$ cat config.mk
export PLATFORM = sky130hd
export DESIGN_NAME = muldiv_sequencer
export DESIGN_NICKNAME = d
export VERILOG_FILES = /design/src/rtl/muldiv_sequencer.sv
export SDC_FILE = /design/constraint.sdc
export NUM_CORES = 1
export LEC_CHECK = 0
export ABC_AREA = 0
export BUFFER_PORTS_ARGS = -buffer_cell sky130_fd_sc_hd__buf_2
export CAP_MARGIN = 20
export CELL_PAD_IN_SITES_DETAIL_PLACEMENT = 0
export CELL_PAD_IN_SITES_GLOBAL_PLACEMENT = 2
export CORE_MARGIN = 1.5
export CORE_UTILIZATION = 36
export CTS_CLUSTER_SIZE = 40
export DETAILED_ROUTE_END_ITERATION = 16
export GPL_TIMING_DRIVEN = 0
export PLACE_DENSITY = 0.82
export SYNTH_ARGS = -nofsm -noshare
export SYNTH_HDL_FRONTEND = slang
export SYNTH_SLANG_ARGS = --single-unit
$ cat constraint.sdc
create_clock -name Clk -period 6.55 [get_ports Clk]
set_input_delay 0.9825 -clock Clk [delete_from_list [all_inputs] [get_ports Clk]]
set_output_delay 0.9825 -clock Clk [all_outputs]
set_load 0.02 [all_outputs]
$ cat src/rtl/muldiv_sequencer.sv
// Multi-cycle HI/LO multiply/divide unit: shift-add multiply, restoring divide,
// MADD/MSUB accumulation, MTHI/MTLO writes and the IF/ID stall request.
module muldiv_sequencer #(
  parameter int WIDTH = 32
) (
  input  logic             Clk,
  input  logic             Reset,
  input  logic             Start,
  input  logic [2:0]       Op,
  input  logic [WIDTH-1:0] OperandA,
  input  logic [WIDTH-1:0] OperandB,
  input  logic             HiLoAccess,
  output logic             Busy,
  output logic             Done,
  output logic             Stall,
  output logic [WIDTH-1:0] Hi,
  output logic [WIDTH-1:0] Lo
);

  localparam logic [1:0] ST_IDLE   = 2'd0;
  localparam logic [1:0] ST_RUN    = 2'd1;
  localparam logic [1:0] ST_FINISH = 2'd2;

  localparam logic [2:0] OP_MULT  = 3'b000;
  localparam logic [2:0] OP_MULTU = 3'b001;
  localparam logic [2:0] OP_DIV   = 3'b010;
  localparam logic [2:0] OP_DIVU  = 3'b011;
  localparam logic [2:0] OP_MADD  = 3'b100;
  localparam logic [2:0] OP_MSUB  = 3'b101;
  localparam logic [2:0] OP_MTHI  = 3'b110;
  localparam logic [2:0] OP_MTLO  = 3'b111;

  localparam int CW = $clog2(WIDTH) + 1;
  localparam logic [CW-1:0] LAST_ITER = CW'(WIDTH - 1);

  logic [1:0]         r_state;
  logic [CW-1:0]      r_cnt;
  logic [2:0]         r_op;
  logic [2*WIDTH-1:0] r_p;      // {partial/remainder, multiplier/quotient}
  logic [WIDTH-1:0]   r_b;      // multiplicand or divisor magnitude
  logic               r_neg_q;
  logic               r_neg_r;
  logic               r_div0;
  logic               r_done;
  logic [WIDTH-1:0]   r_hi;
  logic [WIDTH-1:0]   r_lo;

  // Operand conditioning at issue time.
  logic             w_signed_op;
  logic             w_a_neg;
  logic             w_b_neg;
  logic [WIDTH-1:0] w_a_abs;
  logic [WIDTH-1:0] w_b_abs;
  logic             w_issue_div;

  assign w_signed_op = (Op == OP_MULT) | (Op == OP_DIV) | (Op == OP_MADD) | (Op == OP_MSUB);
  assign w_a_neg     = w_signed_op & OperandA[WIDTH-1];
  assign w_b_neg     = w_signed_op & OperandB[WIDTH-1];
  assign w_a_abs     = w_a_neg ? -OperandA : OperandA;
  assign w_b_abs     = w_b_neg ? -OperandB : OperandB;
  assign w_issue_div = (Op == OP_DIV) | (Op == OP_DIVU);

  // One iteration of either datapath, selected by the latched op.
  logic               w_run_div;
  logic [WIDTH:0]     w_mul_sum;
  logic [WIDTH:0]     w_div_shift;
  logic [WIDTH:0]     w_div_diff;
  logic [2*WIDTH-1:0] w_p_next;

  assign w_run_div   = (r_op == OP_DIV) | (r_op == OP_DIVU);
  assign w_mul_sum   = {1'b0, r_p[2*WIDTH-1:WIDTH]} + {1'b0, (r_p[0] ? r_b : {WIDTH{1'b0}})};
  assign w_div_shift = {r_p[2*WIDTH-1:WIDTH], r_p[WIDTH-1]};
  assign w_div_diff  = w_div_shift - {1'b0, r_b};

  always_comb begin
    w_p_next = {w_mul_sum, r_p[WIDTH-1:1]};
    if (w_run_div) begin
      // Borrow out of the trial subtraction means restore the shifted remainder.
      if (w_div_diff[WIDTH])
        w_p_next = {w_div_shift[WIDTH-1:0], r_p[WIDTH-2:0], 1'b0};
      else
        w_p_next = {w_div_diff[WIDTH-1:0], r_p[WIDTH-2:0], 1'b1};
    end
  end

  logic [2*WIDTH-1:0] w_prod;
  logic [2*WIDTH-1:0] w_hilo;
  logic [WIDTH-1:0]   w_quo;
  logic [WIDTH-1:0]   w_rem;

  assign w_prod = r_neg_q ? -r_p : r_p;
  assign w_hilo = {r_hi, r_lo};
  assign w_quo  = r_div0 ? {WIDTH{1'b1}} : (r_neg_q ? -r_p[WIDTH-1:0] : r_p[WIDTH-1:0]);
  // Remainder carries the dividend's sign; for a zero divisor this restores OperandA.
  assign w_rem  = r_neg_r ? -r_p[2*WIDTH-1:WIDTH] : r_p[2*WIDTH-1:WIDTH];

  // NOTE: all state updates use non-blocking assignments so every register
  // samples pre-edge values regardless of statement order.
  always_ff @(posedge Clk) begin
    if (Reset) begin
      r_state <= ST_IDLE;
      r_cnt   <= '0;
      r_op    <= '0;
      r_p     <= '0;
      r_b     <= '0;
      r_neg_q <= 1'b0;
      r_neg_r <= 1'b0;
      r_div0  <= 1'b0;
      r_done  <= 1'b0;
      r_hi    <= '0;
      r_lo    <= '0;
    end else begin
      r_done <= 1'b0;
      case (r_state)
        ST_IDLE: begin
          if (Start) begin
            if (Op == OP_MTHI) begin
              r_hi   <= OperandA;
              r_done <= 1'b1;
            end else if (Op == OP_MTLO) begin
              r_lo   <= OperandA;
              r_done <= 1'b1;
            end else begin
              r_state <= ST_RUN;
              r_cnt   <= '0;
              r_op    <= Op;
              r_p     <= {{WIDTH{1'b0}}, (w_issue_div ? w_a_abs : w_b_abs)};
              r_b     <= w_issue_div ? w_b_abs : w_a_abs;
              r_neg_q <= w_a_neg ^ w_b_neg;
              r_neg_r <= w_a_neg;
              r_div0  <= w_issue_div & (OperandB == '0);
            end
          end
        end
        ST_RUN: begin
          r_p   <= w_p_next;
          r_cnt <= r_cnt + 1'b1;
          if (r_cnt == LAST_ITER)
            r_state <= ST_FINISH;
        end
        ST_FINISH: begin
          case (r_op)
            OP_MULT, OP_MULTU: {r_hi, r_lo} <= w_prod;
            OP_MADD:           {r_hi, r_lo} <= w_hilo + w_prod;
            OP_MSUB:           {r_hi, r_lo} <= w_hilo - w_prod;
            default: begin
              r_hi <= w_rem;
              r_lo <= w_quo;
            end
          endcase
          r_state <= ST_IDLE;
          r_done  <= 1'b1;
        end
        default: r_state <= ST_IDLE;
      endcase
    end
  end

  assign Busy  = (r_state != ST_IDLE);
  assign Done  = r_done;
  assign Stall = Busy & (HiLoAccess | Start);
  assign Hi    = r_hi;
  assign Lo    = r_lo;

endmodule

Word-level counts from Yosys, hierarchy flattened
Cells that the tools add are included.

cells by class
  $add $sub $neg = 10
  equal/unequal tests = 20
  muxes and demuxes = 37
  bitwise operators = 13
  reduce and logical (&&, ||, !) cells = 13

operator list
  kind                 count
  $mux 32              13
  $mux 64              6
  $pmux 32 s3          2
  $neg 32->32          4
  $pmux 32 s2          2
  $pmux 64 s2          1
  $add 64x64->64       1
  $neg 64->64          1
  $sub 64x64->64       1
  $add 32x32->33       1
  $sub 33x32->33       1
  $logic_not 32->1     1
  $eq 3x3->1 const B   6
  $mux 6               3
  $reduce_and 4->1     4
  $eq 3x2->1 const B   4
  $ne 2x2->1 const B   6
  $pmux 6 s2           1
  $mux 2               4
  $add 6x1->6 const B  1
  $eq 6x5->1 const B   1
  $logic_not 3->1      2
  $or 1x1->1           6
  $reduce_bool 2->1    3
  other kinds (12)     18

storage, ports and cells
  flip-flop bits (word level) = 175
  output and inout port bits = 67

Depth between registers and ports, before layout
  depth in word-level cells = 11
  depth in mapped cells = 24
  mapped depth without buffers = 22

Worst setup path after synthesis
No wires, ideal clock.

  kind = register to register
  start = register r_p[8]
  end = register r_hi[25] (netlist: Hi[25])
  library setup time = 114 ps
  arrival time = 4,755 ps
  slack = 1,681 ps
  stages on the path, launching flop included = 20
  cell sequence = dfxtp_1 > buf_6 > or4_4 > nor4_4 > nand3_1 > o31ai_1 > xor2_1 > inv_1 > ha_1 > or4_1 > nand2b_1 > a31oi_1 > o21ai_0 > a21oi_1 > o2111ai_1 > o21ai_1 > a31oi_1 > o311ai_1 > xnor2_1 > a21o_1

between the ends
  word-level cells in the longest chain between the ends = 5
  elaborated cells between the ends (all ways) = 6
  those cells by class = add/sub (3); mux (3)

RTL lines
  item                                              line      RTL
  start: declaration                                39        logic [2*WIDTH-1:0] r_p;
  start signal: assignment                          127       r_p <= {{WIDTH{1'b0}}, (w_issue_div ? w_a_abs : w_b_abs)};
  start signal: assignment                          136       r_p <= w_p_next;
  $neg 64->64                                       91        assign w_prod = r_neg_q ? -r_p : r_p;
  $mux 64 *                                         91
  $sub 64x64->64 or $add 64x64->64 (tied branches)  145, 144
  $pmux 32 s3 *                                     142       case (r_op)
  $pmux 32 s2 *                                     114       case (r_state)
  end signal: assignment                            143       OP_MULT, OP_MULTU: {r_hi, r_lo} <= w_prod;
  end signal: assignment                            144       OP_MADD: {r_hi, r_lo} <= w_hilo + w_prod;
  end signal: assignment                            145       OP_MSUB: {r_hi, r_lo} <= w_hilo - w_prod;
  end: declaration                                  45        logic [WIDTH-1:0] r_hi;

Every way passes the cells marked *; elsewhere a longest branch is shown, timed or not.
A chain may end at the register's enable or synchronous reset.

Worst setup path after layout
  start = register r_p[0]
  end = register r_hi[15] (netlist: Hi[15])

Same word-level chain as after synthesis.

==> qor.yml <==
status: "completed"
cts_tree: "built"
power_leakage_nw: 11.0
coreArea_mm2: 0.0661
ff2ff_path_depth: 22
holdWs_ns: 0.456
drc: 0
tightest_slew_ns: 1.26
worst_clock_skew_ns: 0.0195
grt_max_degree: 21
worstSetupEndpointType: "flop"
slew_viol_final: 0
grt_pass1_wl_um: 178000
totalWireLength_um: 124000
dieArea_mm2: 0.0686
syn_nets: 3801
h-tree-depth: 4
ant_nets: 0
final_area_mm2: 0.0268
hold_viol: 0
drt_iter0_drc: 3319
cts.sinks: 175
globalplace.congestion: 0.996
slew-limit-headroom: 0.159
holdPathStages: 2
ys_types: 95
max-vdd-ir-drop_uv: 217
io_pins: 138
clk_pin_slew_ns: 0.09
rows: 94
hold_path.class: "flop to flop"
synth_top_area_frac: 0.145
synth.largest_area_cell: "dfxtp_1"
portBuffers: 134
ys_top_cells_by_area: "dfxtp_1 15%, ha_1 11%, a21oi_1 7.2%"
fin_crit_ns: 6.46
vias_per_cell: 6.22
firstDrtPassIters: 6
p_total_w: 0.00432
vias: 28298
antenna_found_initial: 0
crit_fanout: 10
n_fill_cell: 7262
async_reset_ff_frac: 0
start_util: 0.365
p_per_area_mw_per_mm2: 161
fmax_mhz: 155
drive_gt1_frac: 0.0814
worst_ep_required_time_ns: 6.98
setup_viol: 0
yosysSeqAreaShare: 0.145
hpwl_um: 101000
grt_usage: 0.353
synth_ff_type: "dfxtp_1"
ys_top_cells_by_count: "382 x nand2_1, 347 x a21oi_1, 336 x nor2_1"
die_y_um: 262
area.growth.synth_to_final_pct: 11.1
gr-total-overflow: 0
placed_cell_area_mm2: 0.0259
synth_seq_cells: 175
clock_latency_ns: 0.52
yosys_warnings: 0
post_drt_wl_per_cell_um: 27.3
die_w_um: 262
min_period_over_period: 0.986
synth_edf_count: 0
clockBufferDepth: 2
cts_buffers: 17
hold_buffers: 0
grt_pass1_vias: 25741
nNetsFinal: 3958
synth_area_mm2: 0.0242
crit_arrival_ns: 6.89
crit_type: "flop to flop"
maxCapViolations: 0
yosys.cell_count.top_type: "nand2_1"
syn_inst: 3517
avgSynthCellArea_um2: 6.87
root_buffer: "clkbuf_16"
start_kind: "flop"
[path summary, 6_finish.rpt]
path	startpoint	endpoint	slack, ns
setup / recovery	r_p[0]	Hi[15]	0.09
hold / removal	r_b[14]	r_b[14]	0.46
setup reg to reg	r_p[0]	Hi[15]	0.09
hold reg to reg	r_b[14]	r_b[14]	0.46
[power by group]
group / internal [W] / switching, W / total [W]
clock: 0.000557 / 0.000621 / 0.00118
combinational: 0.000605 / 0.00136 / 0.00196
sequential: 0.00111 / 0.0000656 / 0.00118
[worst max-delay path: stages, from the launching register on]
cell        delay, ns
dfxtp_1          0.66
clkinvlp_4       0.31
ha_1             0.27
nand2b_1         0.18
nor3_4           0.09
nand4_2          0.19
clkbuf_2         0.28
nand2_1          0.10
xnor2_1          0.36
inv_1            0.16
ha_1             0.30
clkbuf_1         0.30
nand3_1          0.29
nor4_4           0.43
nand4_1          0.29
nor4_2           0.43
nor3_4           0.13
nor2_1           0.27
a211oi_1         0.12
a31oi_1          0.24
xor2_1           0.45
o221ai_1         0.23
a211oi_1         0.25
[cells by family (layout without fill, tap and decap cells)]
family                     after synthesis  after routing  share of synthesized area
AOI/OAI and AO/OA                     1169           1169                      0.317
buffers and inverters                  450            620                     0.0723
DFF                                    175            175                      0.145
muxes                                   76             76                     0.0321
and+or+nand+nor                       1170           1170                      0.226
adders and majority gates              213            213                      0.112
other                                    0              1                          0
xor gates and xnor gates               264            264                     0.0957
[through the flow]
stage	setup slack [ns]	setup TNS, ns	util	cells
5_1_grt	-0.0410	-0.0563	0.406	4551
3_3_place_gp	-1.18	-16.89	0.392	4515
6_report	0.0916	0	0.406	4552
3_5_place_dp	-1.15	-14.88	0.392	4516
4_1_cts	0.0269	0	0.403	4548
2_1_floorplan	1.68	0	-	3517
[sequential cells by signal, indices dropped and copies added, names as in the netlist]
signal,cells
r_neg_q,1
r_neg_r,1
Hi,32
r_cnt,6
Done,1
r_div0,1
r_p,64
r_op,3
r_b,32
Lo,32
r_state,2
[cell usage in the layout, fill, tap and decap left out, types with 44 or more instances in the layout]
cell type,count
clkbuf_1,192
mux2i_1,64
o21ai_0,214
nor2_1,336
nand2_1,382
a211oi_1,55
dfxtp_1,175
inv_1,199
xor2_1,97
buf_2,149
nor3_1,82
nand3_1,93
xnor2_1,156
a21o_1,57
a21oi_1,345
ha_1,208
o31ai_1,44
[metal layers]
metal | track usage | part of all wire | wire [um]
met4 | 0.143 | 0.044 | 5410
met2 | 0.545 | 0.43 | 53900
met3 | 0.0501 | 0.087 | 10800
met5 | 0 | 0 | 0
met1 | 0.491 | 0.44 | 54000
[area by class of cell]
class | instances | area, um^2 | share of cell area
tap | 864 | 1080 | 0.0403
timing repair buffer | 141 | 731 | 0.0272
buffer | 243 | 976 | 0.0364
inverter | 204 | 769 | 0.0287
antenna | 1 | 2.50 | 0.0000933
sequential | 175 | 3500 | 0.131
multi-input combinational | 2892 | 19100 | 0.713
clock buffer | 17 | 425 | 0.0159
clock inverter | 15 | 215 | 0.00802
[timing repair]
action,CTS,global route
buffers inserted,1,4
gates resized for setup,14,30
cloned,0,0
pin swaps,0,5
setup endpoints to repair,30,18
No activity file was read; power rests on OpenSTA's default activity.
